`config.mk`:
```
export PLATFORM = sky130hd
export DESIGN_NAME = rr_arbiter_32_flat
export DESIGN_NICKNAME = d
export VERILOG_FILES = /design/src/rtl/arb_pkg.sv /design/src/rtl/rr_arbiter_32_if.sv /design/src/rtl/encoder_32x5.sv /design/src/rtl/rr_arbiter_32.sv /design/src/flat_wrapper.sv
export SDC_FILE = /design/constraint.sdc
export NUM_CORES = 1
export LEC_CHECK = 0
export CORE_MARGIN = 3
export CORE_UTILIZATION = 30
export DETAILED_ROUTE_END_ITERATION = 12
export GPL_TIMING_DRIVEN = 0
export PLACE_DENSITY = 0.6
export SLEW_MARGIN = 20
export SYNTH_ARGS = -nofsm -noshare
export SYNTH_HDL_FRONTEND = slang
export SYNTH_SLANG_ARGS = --single-unit
export TNS_END_PERCENT = 100
```
`constraint.sdc`:
```
create_clock -name clk -period 16 [get_ports clk]
set_input_delay 1.6 -clock clk [delete_from_list [all_inputs] [get_ports clk]]
set_output_delay 1.6 -clock clk [all_outputs]
set_load 0.005 [all_outputs]
```
`src/rtl/arb_pkg.sv`:
```
// Shared constants and state encoding for the 32-way round-robin arbiter.
package arb_pkg;

   localparam int unsigned N_REQ = 32;
   localparam int unsigned IDX_W = 5;
   // Hold counter wide enough for the largest legal hold limit (255).
   localparam int unsigned CNT_W = 8;

   typedef enum logic {
      ST_IDLE  = 1'b0,
      ST_GRANT = 1'b1
   } state_t;

endpackage

```
`src/rtl/rr_arbiter_32_if.sv`:
```
// Request/grant bundle between the requesters and the arbiter.
interface rr_arbiter_32_if;
   import arb_pkg::*;

   logic [N_REQ-1:0] req;
   logic [N_REQ-1:0] gnt;
   logic [IDX_W-1:0] gnt_idx;
   logic             gnt_valid;
   logic             timeout;

   modport master (
      output req,
      input  gnt,
      input  gnt_idx,
      input  gnt_valid,
      input  timeout
   );

   modport slave (
      input  req,
      output gnt,
      output gnt_idx,
      output gnt_valid,
      output timeout
   );

endinterface

```
`src/rtl/encoder_32x5.sv`:
```
// One-hot to binary encoder; an all-zero input yields 31.
module encoder_32x5
   import arb_pkg::*;
(
   input  logic [N_REQ-1:0] onehot,
   output logic [IDX_W-1:0] idx
);

   // Lowest set bit wins; with no bit set the default index survives.
   always_comb begin
      idx = IDX_W'(N_REQ - 1);
      for (int i = int'(N_REQ) - 1; i >= 0; i--) begin
         if (onehot[i]) idx = IDX_W'(i);
      end
   end

endmodule

```
`src/rtl/rr_arbiter_32.sv`:
```
// Round-robin arbiter for 32 requesters with a bounded hold time.
module rr_arbiter_32
   import arb_pkg::*;
#(
   parameter int unsigned MAX_HOLD = 16
)
(
   input  logic            clk,
   input  logic            rst_n,
   rr_arbiter_32_if.slave  bus
);

   state_t           state_q, state_d;
   logic [N_REQ-1:0] gnt_q, gnt_d;
   logic             valid_q, valid_d;
   logic             to_q, to_d;
   logic [IDX_W-1:0] ptr_q, ptr_d;
   logic [CNT_W-1:0] cnt_q, cnt_d;

   logic [IDX_W-1:0]   base;
   logic [2*N_REQ-1:0] dbl;
   logic [N_REQ-1:0]   rot;
   logic [IDX_W-1:0]   pick_off;
   logic [IDX_W-1:0]   winner;
   logic [IDX_W-1:0]   raw_idx;

   // Rotate so the slot after the last owner sits at bit 0, pick lowest, rotate back.
   always_comb begin
      base     = ptr_q + IDX_W'(1);
      dbl      = {bus.req, bus.req} >> base;
      rot      = dbl[N_REQ-1:0];
      pick_off = '0;
      for (int i = int'(N_REQ) - 1; i >= 0; i--) begin
         if (rot[i]) pick_off = IDX_W'(i);
      end
      winner = pick_off + base;
   end

   // Next-state and next-output decode.
   always_comb begin
      state_d = state_q;
      gnt_d   = gnt_q;
      valid_d = valid_q;
      to_d    = 1'b0;
      ptr_d   = ptr_q;
      cnt_d   = cnt_q;
      case (state_q)
         ST_IDLE: begin
            gnt_d   = '0;
            valid_d = 1'b0;
            cnt_d   = '0;
            if (|bus.req) begin
               state_d = ST_GRANT;
               gnt_d   = N_REQ'(1) << winner;
               valid_d = 1'b1;
               ptr_d   = winner;
               cnt_d   = CNT_W'(1);
            end
         end
         ST_GRANT: begin
            if (!bus.req[ptr_q]) begin
               // Owner let go; this wins over an expiring hold limit.
               state_d = ST_IDLE;
               gnt_d   = '0;
               valid_d = 1'b0;
               cnt_d   = '0;
            end else if (cnt_q == CNT_W'(MAX_HOLD)) begin
               state_d = ST_IDLE;
               gnt_d   = '0;
               valid_d = 1'b0;
               cnt_d   = '0;
               to_d    = 1'b1;
            end else begin
               cnt_d = cnt_q + CNT_W'(1);
            end
         end
         default: begin
            state_d = ST_IDLE;
            gnt_d   = '0;
            valid_d = 1'b0;
            cnt_d   = '0;
         end
      endcase
   end

   // State and output registers; pointer resets to 31 so the first search starts at bit 0.
   always_ff @(posedge clk or negedge rst_n) begin
      if (!rst_n) begin
         state_q <= ST_IDLE;
         gnt_q   <= '0;
         valid_q <= 1'b0;
         to_q    <= 1'b0;
         ptr_q   <= IDX_W'(N_REQ - 1);
         cnt_q   <= '0;
      end else begin
         state_q <= state_d;
         gnt_q   <= gnt_d;
         valid_q <= valid_d;
         to_q    <= to_d;
         ptr_q   <= ptr_d;
         cnt_q   <= cnt_d;
      end
   end

   encoder_32x5 u_gnt_enc (
      .onehot (gnt_q),
      .idx    (raw_idx)
   );

   // Encoder reports 31 when idle, so gate the index with the valid flag.
   assign bus.gnt       = gnt_q;
   assign bus.gnt_idx   = raw_idx & {IDX_W{valid_q}};
   assign bus.gnt_valid = valid_q;
   assign bus.timeout   = to_q;

endmodule

```
`src/flat_wrapper.sv`:
```
// flat-port wrapper written by rule: the top's interface ports become plain ports
module rr_arbiter_32_flat import arb_pkg::*;
#(
   parameter int unsigned MAX_HOLD = 16
)
  (clk, rst_n, bus_req, bus_gnt, bus_gnt_idx, bus_gnt_valid, bus_timeout);
  rr_arbiter_32_if bus_i ();
  input  logic clk;
  input  logic rst_n;
  input wire logic [$bits(bus_i.req)-1:0] bus_req;
  output wire logic [$bits(bus_i.gnt)-1:0] bus_gnt;
  output wire logic [$bits(bus_i.gnt_idx)-1:0] bus_gnt_idx;
  output wire logic [$bits(bus_i.gnt_valid)-1:0] bus_gnt_valid;
  output wire logic [$bits(bus_i.timeout)-1:0] bus_timeout;
  assign bus_i.req = bus_req;
  assign bus_gnt = bus_i.gnt;
  assign bus_gnt_idx = bus_i.gnt_idx;
  assign bus_gnt_valid = bus_i.gnt_valid;
  assign bus_timeout = bus_i.timeout;
  rr_arbiter_32 #(.MAX_HOLD(MAX_HOLD)) u_core (.clk(clk), .rst_n(rst_n), .bus(bus_i));
endmodule
```
Yosys cells after proc, flatten, opt, wreduce, memory -nomap -nowiden. Index checks and enable logic that the tools add are counted.

Add/sub/neg operators: 3. $lt $le $gt $ge: 1. Equality and inequality tests: 2. Shifts and indexed selects: 2. Mux-type cells: 83. Bitwise gates (word level): 2. Reductions and logical operators: 2.

Operator list (count): $mux W5 (62); $mux W32 (3); $pmux W32 S2 (1); $shr A64 B5 Y32 (1); $reduce_or A32 Y1 (1); $shl A1 B5 Y32 const A (1); $mux W8 (2); $pmux W8 S2 (1); $mux W1 (11); $add A8 B1 Y8 const B (1); $eq A8 B5 Y1 const B (1); $lt A5 B6 Y1 const B (1); $add A5 B1 Y5 const B (1); $add A5 B5 Y5 (1); $and A5 B5 Y5 (1); $bmux W1 S5 (1); $pmux W1 S2 (2); $ne A3 B3 Y1 const B (1); $reduce_and A2 Y1 (1); $not A1 Y1 (1).

Bits in registers: 48. Input port bits: 34. Output and inout bits: 39. Word-level logic and storage cells: 101.

Longest topological paths before layout. Gate-level depths: netlist of run 1.

Depth in word-level cells: 38. Gate-level depth with buffers: 27.

Modules after synthesis. A second synthesis of run 1 with hierarchy kept.

Cells, all modules: 722. Area, all modules: 6608.8 um^2.

Modules (own cells, without submodules): rr_arbiter_32 (times used 1, cells each 661, area each 6264.8 um^2, seq. area each 1207.4 um^2); encoder_32x5 (times used 1, cells each 61, area each 344.1 um^2, seq. area each 0.0 um^2).

Worst setup path before layout of run 1. No wires, ideal clock.

Path kind: input to register. From: input port bus_req[26]. To: register u_core.gnt_q[24], in the netlist u_core.bus.gnt[24]. Arrival time: 5743 ps. Setup slack: 10135 ps. Stages on the path: 14. Path buffers: 1. Path through: mux4_2 -> mux2_2 -> or2b_1 -> mux4_2 -> or4b_2 -> o32a_1 -> fa_1 -> inv_1 -> a21o_1 -> a21oi_1 -> xnor2_1 -> xnor2_1 -> buf_2 -> a32o_1.

Word-level cells in the longest chain between the ends: 37.

Ends and longest elaborated chain: start: declaration (RTL line flat_wrapper.sv:10) `input wire logic [$bits(bus_i.req)-1:0] bus_req;`; $shr A64 B5 Y32 (RTL line rr_arbiter_32.sv:30) `dbl = {bus.req, bus.req} >> base;`; $mux W5 (32 in series) (RTL line rr_arbiter_32.sv:34) `if (rot[i]) pick_off = IDX_W'(i);`; $add A5 B5 Y5 (RTL line rr_arbiter_32.sv:36) `winner = pick_off + base;`; $shl A1 B5 Y32 (RTL line rr_arbiter_32.sv:54) `gnt_d = N_REQ'(1) << winner;`; $mux W32 (RTL line rr_arbiter_32.sv:52) `if (|bus.req) begin`; $pmux W32 S2 (RTL line rr_arbiter_32.sv:47) `case (state_q)`; end signal: assignment (RTL line rr_arbiter_32.sv:97) `gnt_q <= gnt_d;`; end: declaration (RTL line rr_arbiter_32.sv:14) `logic [N_REQ-1:0] gnt_q, gnt_d;`.

Several ways; a longest one is shown, not always the timed one. The select of a mux whose other input is x is not followed. A chain may end at the register's enable or synchronous reset.

Final worst setup path of run 1.
From: register u_core.ptr_q[0]. To: register u_core.gnt_q[19], in the netlist u_core.bus.gnt[19].

Word-level cells in the longest chain between the ends: 38.

Ends and longest elaborated chain: start: declaration (RTL line rr_arbiter_32.sv:17) `logic [IDX_W-1:0] ptr_q, ptr_d;`; start signal: assignment (RTL line rr_arbiter_32.sv:93) `ptr_q <= IDX_W'(N_REQ - 1);`; start signal: assignment (RTL line rr_arbiter_32.sv:100) `ptr_q <= ptr_d;`; $add A5 B1 Y5 (RTL line rr_arbiter_32.sv:29) `base = ptr_q + IDX_W'(1);`; $shr A64 B5 Y32 (RTL line rr_arbiter_32.sv:30); $mux W5 (32 in series) (RTL line rr_arbiter_32.sv:34); $add A5 B5 Y5 (RTL line rr_arbiter_32.sv:36); $shl A1 B5 Y32 (RTL line rr_arbiter_32.sv:54); $mux W32 (RTL line rr_arbiter_32.sv:52); $pmux W32 S2 (RTL line rr_arbiter_32.sv:47).

Several ways; a longest one is shown, not always the timed one. The select of a mux whose other input is x is not followed.

==> flow_metrics.tcl, run 1 <==
set metrics [dict create \
    numCtsBuffers 5 \
    setup.worst_path.class "flip-flop to flip-flop" \
    grt_pass1_wl_mm 33.5 \
    clock_path_buffers 2 \
    min_path_type "flip-flop to flip-flop" \
    io_pins 73 \
    drv_slew 0 \
    dpl.cell_count 949 \
    yosysWarnings 0 \
    initial_utilization 0.310 \
    routed_wl_mm 21.2 \
    antenna_left 0 \
    dp_hpwl_mm 15.8 \
    finalHoldViolations 0 \
    synth_edf_count 0 \
    max-slew-margin-rel 0.471 \
    required_ns 16.22 \
    place_congestion 0.964 \
    die_h_um 147 \
    viasPerCell 6.20 \
    pre_cts_ws_ns 8.56 \
    syn-num-nets 658 \
    arrival_ns 7.85 \
    first_iter_violations 740 \
    htree_levels 2 \
    ys.flop_type "dfrtp_1" \
    root_buffer "clkbuf_16" \
    antenna_found_initial 0 \
    async_reset_ff_frac 1.00 \
    cp_max_fo 10 \
    coreArea_mm2 0.0191 \
    grt-ovfl-total 0 \
    grt_max_degree 29 \
    cts_tree "done" \
    fin_cells 957 \
    drt_pre_antenna_iters 5 \
    netlist_instances 616 \
    rows 50 \
    ys_seq_elements 48 \
    grt_use_total 0.192 \
    setup_violations 0 \
    period_share 0.477 \
    drc 0 \
    yosysSeqAreaShare 0.204 \
    max_freq_mhz 131 \
    start_kind "flip-flop" \
    n_fill_cell 1907 \
    area_growth_pct 20.4 \
    postCtsHoldBufs 0 \
    cp-end-kind "flip-flop" \
    antenna_cells 0 \
    detailroute.via_count 5929 \
    ctsResizeCount 0 \
    synth_area_mm2 0.00592 \
    rsz0062_at_grt "false" \
    grt_pass1_vias 5744 \
    ys_types 65 \
    clkLatencyLatePin_ns 0.28 \
    drt-wirelength-per-cell_um 22.1 \
    mostFrequentLayoutCells "clkdlybuf4s50_1 (71), nand2_1 (69), mux4_2 (67)" \
    fin_skew_ns 0.00864 \
    die_area_mm2 0.0215 \
    syn_avg_cell_area_um2 9.62 \
    setup_slack_ns 8.37 \
    layout_commonest_cell "clkdlybuf4s50_1" \
    portBuffers 72 \
    fin_tns_setup_ns 0 \
    cts_setup_buffers 0 \
    tightest_slew_ns 0.788 \
    status "finished clean" \
    worstPathCellList "ha_1 -> xnor2_2 -> inv_2 -> buf_1 -> clkbuf_1 -> buf_2 -> buf_1 -> clkbuf_1 -> mux2_2 -> nand2_1 -> o21ai_0 -> a211oi_1 -> o21ai_0 -> a31oi_1 -> ha_1 -> inv_1 -> fa_1 -> inv_1 -> a21o_1 -> a21oi_1 -> xnor2_1 -> xnor2_1 -> buf_2 -> a32o_1" \
    die_w_um 147 \
    clock-sinks 48 \
    min_period_ns 7.63 \
    final_net_count 738 \
    drive_gt1_frac 0.169 \
    maxCapViolCount 0 \
    clk_pin_slew_ns 0.07 \
    cpMaxStageDelayCell "xnor2_1" \
    cp_slowest_stage_delay_ns 0.68 \
]
[stage by stage]
step           utilization  hold slack (ns)  area, um^2
2_1_floorplan            -            0.475        5920
3_3_place_gp         0.365            0.491        6970
3_5_place_dp         0.366            0.503        6990
4_1_cts              0.374            0.516        7130
5_1_grt              0.374            0.547        7130
6_report             0.374            0.511        7130
[worst paths after layout]
check                                   from                 end  slack [ns]  cells after the start
max reg2reg                  u_core.ptr_q[0]  u_core.bus.gnt[19]        8.37                     24
min reg2reg                u_core.bus.gnt[0]   u_core.bus.gnt[0]        0.51                      1
max                          u_core.ptr_q[0]  u_core.bus.gnt[19]        8.37                     24
min                        u_core.bus.gnt[0]   u_core.bus.gnt[0]        0.51                      1
min in group asynchronous              rst_n   u_core.bus.gnt[7]        1.36                      1
max in group asynchronous              rst_n     u_core.ptr_q[4]       14.01                      2
[cell usage after synthesis (7+ instances only)]
master | instances | area share
a211oi_1 | 8 | 0.010
a21o_1 | 8 | 0.010
a21oi_1 | 26 | 0.022
a32o_1 | 32 | 0.054
and3_1 | 9 | 0.0095
buf_1 | 13 | 0.0082
buf_2 | 11 | 0.0093
clkbuf_1 | 17 | 0.011
dfrtp_1 | 43 | 0.18
ha_1 | 7 | 0.015
inv_1 | 16 | 0.010
mux2_2 | 13 | 0.025
mux2i_1 | 36 | 0.061
mux4_2 | 67 | 0.25
nand2_1 | 69 | 0.044
nand3_1 | 15 | 0.013
nor2_1 | 60 | 0.038
nor3_1 | 22 | 0.019
nor4_1 | 14 | 0.015
o211ai_1 | 9 | 0.011
o21ai_0 | 12 | 0.010
o22ai_1 | 7 | 0.0074
xor2_1 | 7 | 0.010
[registers in the layout (all words and copies together) (netlist names)]
signal,flops
u_core.bus.gnt_valid,1
u_core.bus.gnt,32
u_core.bus.timeout,1
u_core.ptr_q,5
u_core.cnt_q,8
u_core.state_q,1
[worst max-delay path, delay by kind of cell, from the launching register on]
family                     cells  cell delay (ns)
AOI/OAI and AO/OA              7             1.35
muxes                          1             0.42
DFF                            1             0.54
buffers and inverters          9             3.11
and+or+nand+nor                1             0.07
adders and majority gates      3             0.98
xor gates and xnor gates       3             1.09
[cell families (layout without fill, tap and decap cells)]
group,count (synthesis),count (layout),synth area share
AOI/OAI and AO/OA,143,143,0.185
muxes,116,116,0.340
DFF,48,48,0.204
xor gates and xnor gates,16,16,0.0287
and+or+nand+nor,221,221,0.176
adders and majority gates,8,8,0.0182
buffers and inverters,64,145,0.0486
[metal layers]
layer	up-vias	share of wire	track usage
met3	50	0.10	0.0435
li1	2598	-	-
met2	395	0.47	0.301
met1	2886	0.41	0.266
met4	0	0.024	0.0579
met5	-	0	0
[final cells by class]
class,instances,area [um^2],area share
Multi-Input combinational cell,504,4430,0.621
Sequential cell,48,1210,0.169
Timing Repair Buffer,73,743,0.104
Tap cell,260,325,0.0456
Buffer,46,220,0.0309
Clock buffer,7,133,0.0186
Inverter,18,67.6,0.00948
Clock inverter,1,5.00,0.000702
Power of run 1 is not shown: default switching activity piles up to over one toggle a cycle in this logic, so the estimate is an artifact.
==> run 2, diff against run 1 <==
- clock period: 16 -> 7.2 ns (I/O delays scaled with it)
==> flow_metrics.tcl, run 2 (synthesis results as in run 1) <==
set metrics [dict create \
    status "finished clean" \
    tightest_slew_ns 0.769 \
    die_w_um 147 \
    arrival_ns 6.80 \
    cp-end-kind "flip-flop" \
    drv_slew 0 \
    drt-wirelength-per-cell_um 22.0 \
    rsz0062_at_grt "false" \
    antenna_left 0 \
    drt_pre_antenna_iters 5 \
    clkLatencyLatePin_ns 0.28 \
    clock-sinks 48 \
    first_iter_violations 750 \
    cts_setup_buffers 0 \
    detailroute.via_count 5855 \
    dr_wl_met2_mm 9.85 \
    place_area_mm2 0.00699 \
    finalHoldViolations 0 \
    fin_tns_setup_ns 0 \
    final_net_count 734 \
    max_freq_mhz 152 \
    postCtsHoldBufs 0 \
    cp_max_fo 15 \
    numCtsBuffers 5 \
    coreArea_mm2 0.0191 \
    cp_num_buf_inv 8 \
    fin_skew_ns 0.00790 \
    initial_utilization 0.310 \
    drive_gt1_frac 0.179 \
    grt_pass1_vias 5744 \
    wl_met3_mm 2.17 \
    crit_family "buffers and inverters" \
    htree_levels 2 \
    period_share 0.915 \
    clk_pin_slew_ns 0.06 \
    clock_path_buffers 2 \
    start_kind "flip-flop" \
    maxCapViolCount 0 \
    ctsResizeCount 2 \
    worstPathCellList "ha_1 -> xnor2_2 -> inv_2 -> clkbuf_1 -> buf_2 -> clkbuf_2 -> clkbuf_2 -> mux2_2 -> nand2_1 -> o21ai_0 -> a211oi_1 -> o21ai_0 -> a31oi_1 -> ha_1 -> inv_1 -> fa_1 -> inv_1 -> a21o_1 -> a21oi_1 -> xnor2_1 -> xor2_2 -> buf_4 -> a32o_1" \
    m1WireLength_mm 8.44 \
    highest_layer "met4" \
    largest_reg_flops 32 \
    dp_hpwl_mm 15.8 \
    cts_tree "done" \
    cpMaxStageDelayCell "dfstp_2" \
    setup.worst_path.class "flip-flop to flip-flop" \
    mostFrequentLayoutCells "clkdlybuf4s50_1 (71), nand2_1 (69), mux4_2 (67)" \
    stdcell_area_mm2 0.00714 \
    max-slew-margin-rel 0.486 \
    cp_slowest_stage_delay_ns 0.54 \
    min_path_type "input pin to async pin" \
    min_period_ns 6.59 \
    viasPerCell 6.14 \
    grt_use_total 0.192 \
    die_h_um 147 \
    antenna_found_initial 0 \
    rows 50 \
    place_congestion 0.964 \
    portBuffers 72 \
    setup_violations 0 \
    grt-ovfl-total 0 \
    area_growth_pct 20.4 \
    drc 0 \
    io_pins 73 \
    routed_wl_mm 21.0 \
    antenna_cells 0 \
    grt_pass1_wl_mm 33.5 \
    grt_max_degree 29 \
    root_buffer "clkbuf_16" \
    layout_commonest_cell "clkdlybuf4s50_1" \
    die_area_mm2 0.0215 \
    required_ns 7.42 \
]
run 2: cell types whose count changed in the layout (fill, tap and decap cells not counted), sizes merged:
cell,before,now
buf,31,26
clkbuf,24,25
run 2: worst register-to-register path, cell delays in order, from the launching register on:
cell	delay [ns]
dfstp_2	0.54
ha_1	0.21
xnor2_2	0.23
inv_2	0.36
clkbuf_1	0.41
buf_2	0.37
clkbuf_2	0.35
clkbuf_2	0.37
mux2_2	0.40
nand2_1	0.07
o21ai_0	0.15
a211oi_1	0.23
o21ai_0	0.13
a31oi_1	0.41
ha_1	0.27
inv_1	0.07
fa_1	0.49
inv_1	0.08
a21o_1	0.15
a21oi_1	0.09
xnor2_1	0.36
xor2_2	0.36
buf_4	0.25
a32o_1	0.18
run 2: layout make-up:
type / instances / area, um^2
fillers: 1910 / 11900
multi-input cells: 504 / 4440
flip-flops and latches: 48 / 1210
repair buffers: 73 / 743
well taps: 260 / 325
plain buffers: 42 / 210
clock buffers: 7 / 133
inverters: 18 / 67.6
clock inverters: 1 / 5.00
run 2: worst paths after layout:
path | startpoint | end | slack (ns) | cells after the start
min in group clk | u_core.bus.gnt[0] | u_core.bus.gnt[0] | 0.51 | 1
worst max-delay path | u_core.ptr_q[0] | u_core.bus.gnt[6] | 0.61 | 23
worst min-delay path | rst_n | u_core.bus.gnt[7] | 0.48 | 1
max in group asynchronous | rst_n | u_core.ptr_q[4] | 6.09 | 2
worst min register to register | u_core.bus.gnt[0] | u_core.bus.gnt[0] | 0.51 | 1
worst max register to register | u_core.ptr_q[0] | u_core.bus.gnt[6] | 0.61 | 23
run 2: routing by layer:
| layer | vias to the layer above | global-route usage |
|---|---|---|
| li1 | 2592 | - |
| met1 | 2850 | 0.266 |
| met2 | 369 | 0.301 |
| met3 | 44 | 0.0435 |
| met4 | 0 | 0.0579 |
| met5 | - | 0 |
run 2: stage by stage:
stage	hold WS, ns	util	cells	setup WS [ns]
floorplan	0.424	-	616	1.59
CTS	0.491	0.374	957	0.152
finish	0.477	0.374	953	0.612
global route	0.514	0.374	953	0.197
global placement	0.491	0.365	948	-0.247
detailed placement	0.503	0.366	949	-0.240
Power of run 2 is left out for the same reason.
==> run 3, diff against run 2 <==
- CTS_BUF_LIST: default -> sky130_fd_sc_hd__clkbuf_8
==> flow_metrics.tcl, run 3 (synthesis results as in run 1) <==
set metrics [dict create \
    status "finished clean" \
    cp_max_fo 15 \
    rsz0062_at_grt "false" \
    area_growth_pct 19.5 \
    routed_wl_mm 21.1 \
    min_path_type "input pin to async pin" \
    maxCapViolCount 0 \
    antenna_found_initial 0 \
    worstPathCellList "ha_1 -> xnor2_2 -> inv_2 -> clkbuf_1 -> buf_2 -> clkbuf_2 -> clkbuf_2 -> mux2_2 -> nand2_1 -> o21ai_0 -> a211oi_1 -> o21ai_0 -> a31oi_1 -> ha_1 -> inv_1 -> fa_1 -> inv_1 -> a21o_1 -> a21oi_1 -> xnor2_1 -> xor2_2 -> buf_4 -> a32o_1" \
    viasPerCell 6.18 \
    dp_hpwl_mm 15.8 \
    drive_gt1_frac 0.179 \
    io_pins 73 \
    grt_pass1_wl_mm 33.5 \
    clock_path_buffers 2 \
    cpMaxStageDelayCell "dfstp_2" \
    crit_family "buffers and inverters" \
    htree_levels 2 \
    tightest_slew_ns 0.755 \
    portBuffers 72 \
    grt_max_degree 29 \
    pre_cts_ws_ns -0.240 \
    final_net_count 734 \
    grt_use_total 0.192 \
    setup_violations 0 \
    period_share 0.914 \
    grt_pass1_vias 5752 \
    clock-sinks 48 \
    drc 0 \
    setup.worst_path.class "flip-flop to flip-flop" \
    drt_pre_antenna_iters 5 \
    coreArea_mm2 0.0191 \
    max_freq_mhz 152 \
    die_area_mm2 0.0215 \
    die_w_um 147 \
    start_kind "flip-flop" \
    setup_slack_ns 0.620 \
    cp_num_buf_inv 8 \
    required_ns 7.44 \
    die_h_um 147 \
    cts_tree "done" \
    n_fill_cell 1920 \
    min_period_ns 6.58 \
    place_congestion 0.964 \
    root_buffer "clkbuf_8" \
    cts_setup_buffers 0 \
    antenna_left 0 \
    finalHoldViolations 0 \
    detailroute.via_count 5892 \
    clk_pin_slew_ns 0.09 \
    antenna_cells 0 \
    layout_commonest_cell "clkdlybuf4s50_1" \
    max-slew-margin-rel 0.495 \
    cp_slowest_stage_delay_ns 0.55 \
    largest_reg_flops 32 \
    drv_slew 0 \
    clkLatencyLatePin_ns 0.30 \
    grt-ovfl-total 0 \
    drt-wirelength-per-cell_um 22.1 \
    numCtsBuffers 5 \
    arrival_ns 6.82 \
    first_iter_violations 808 \
    mostFrequentLayoutCells "clkdlybuf4s50_1 (71), nand2_1 (69), mux4_2 (67)" \
    rows 50 \
    initial_utilization 0.310 \
    fin_skew_ns 0.00942 \
    cp-end-kind "flip-flop" \
]
==> run 3: metal layers <==
layer | track usage | vias up | wire length (um)
met5 | 0 | - | 0
met4 | 0.0607 | 0 | 618
met3 | 0.0425 | 63 | 2100
met2 | 0.301 | 351 | 9850
met1 | 0.266 | 2887 | 8530
li1 | - | 2591 | -
==> run 3: metrics by stage <==
stage	util	setup TNS (ns)	instances	cell area, um^2	hold slack [ns]
after global placement	0.365	-2.71	948	6970	0.491
final	0.371	0	953	7080	0.445
after CTS	0.371	0	957	7080	0.461
after floorplan	-	0	616	5920	0.424
after global routing	0.371	0	953	7080	0.484
after detailed placement	0.366	-2.31	949	6990	0.503
==> run 3: timing repair <==
item,4_1_cts,5_1_grt
cloned,0,0
hold buffers,0,0
endpoints found under the setup margin,16,33
gates resized for setup,2,6
==> run 3: worst reg2reg max path: cells and delay by family, from the launching register on <==
kind,cells,cell delay [ns]
xor+xnor,3,0.97
flops,1,0.55
mux,1,0.39
fa+ha+maj,3,0.98
compound gates,7,1.31
buf+inv,8,2.27
simple gates,1,0.07
==> run 3: area by class of cell <==
class,count,area [um^2],share of cell area
Tap cell,260,325,0.0460
Buffer,42,210,0.0297
Sequential cell,48,1210,0.171
Timing Repair Buffer,73,743,0.105
Inverter,18,67.6,0.00954
Clock inverter,3,12.5,0.00177
Multi-Input combinational cell,504,4440,0.628
Clock buffer,5,68.8,0.00972
==> run 3: worst paths after layout <==
check	startpoint	endpoint	slack, ns	cells past startpoint
max	u_core.ptr_q[0]	u_core.bus.gnt[7]	0.62	23
max in group asynchronous	rst_n	u_core.ptr_q[0]	6.12	2
max reg2reg	u_core.ptr_q[0]	u_core.bus.gnt[7]	0.62	23
min in group clk	u_core.bus.gnt[0]	u_core.bus.gnt[0]	0.52	1
min	rst_n	u_core.bus.gnt[7]	0.45	1
min reg2reg	u_core.bus.gnt[0]	u_core.bus.gnt[0]	0.52	1
Power of run 3 is left out for the same reason.
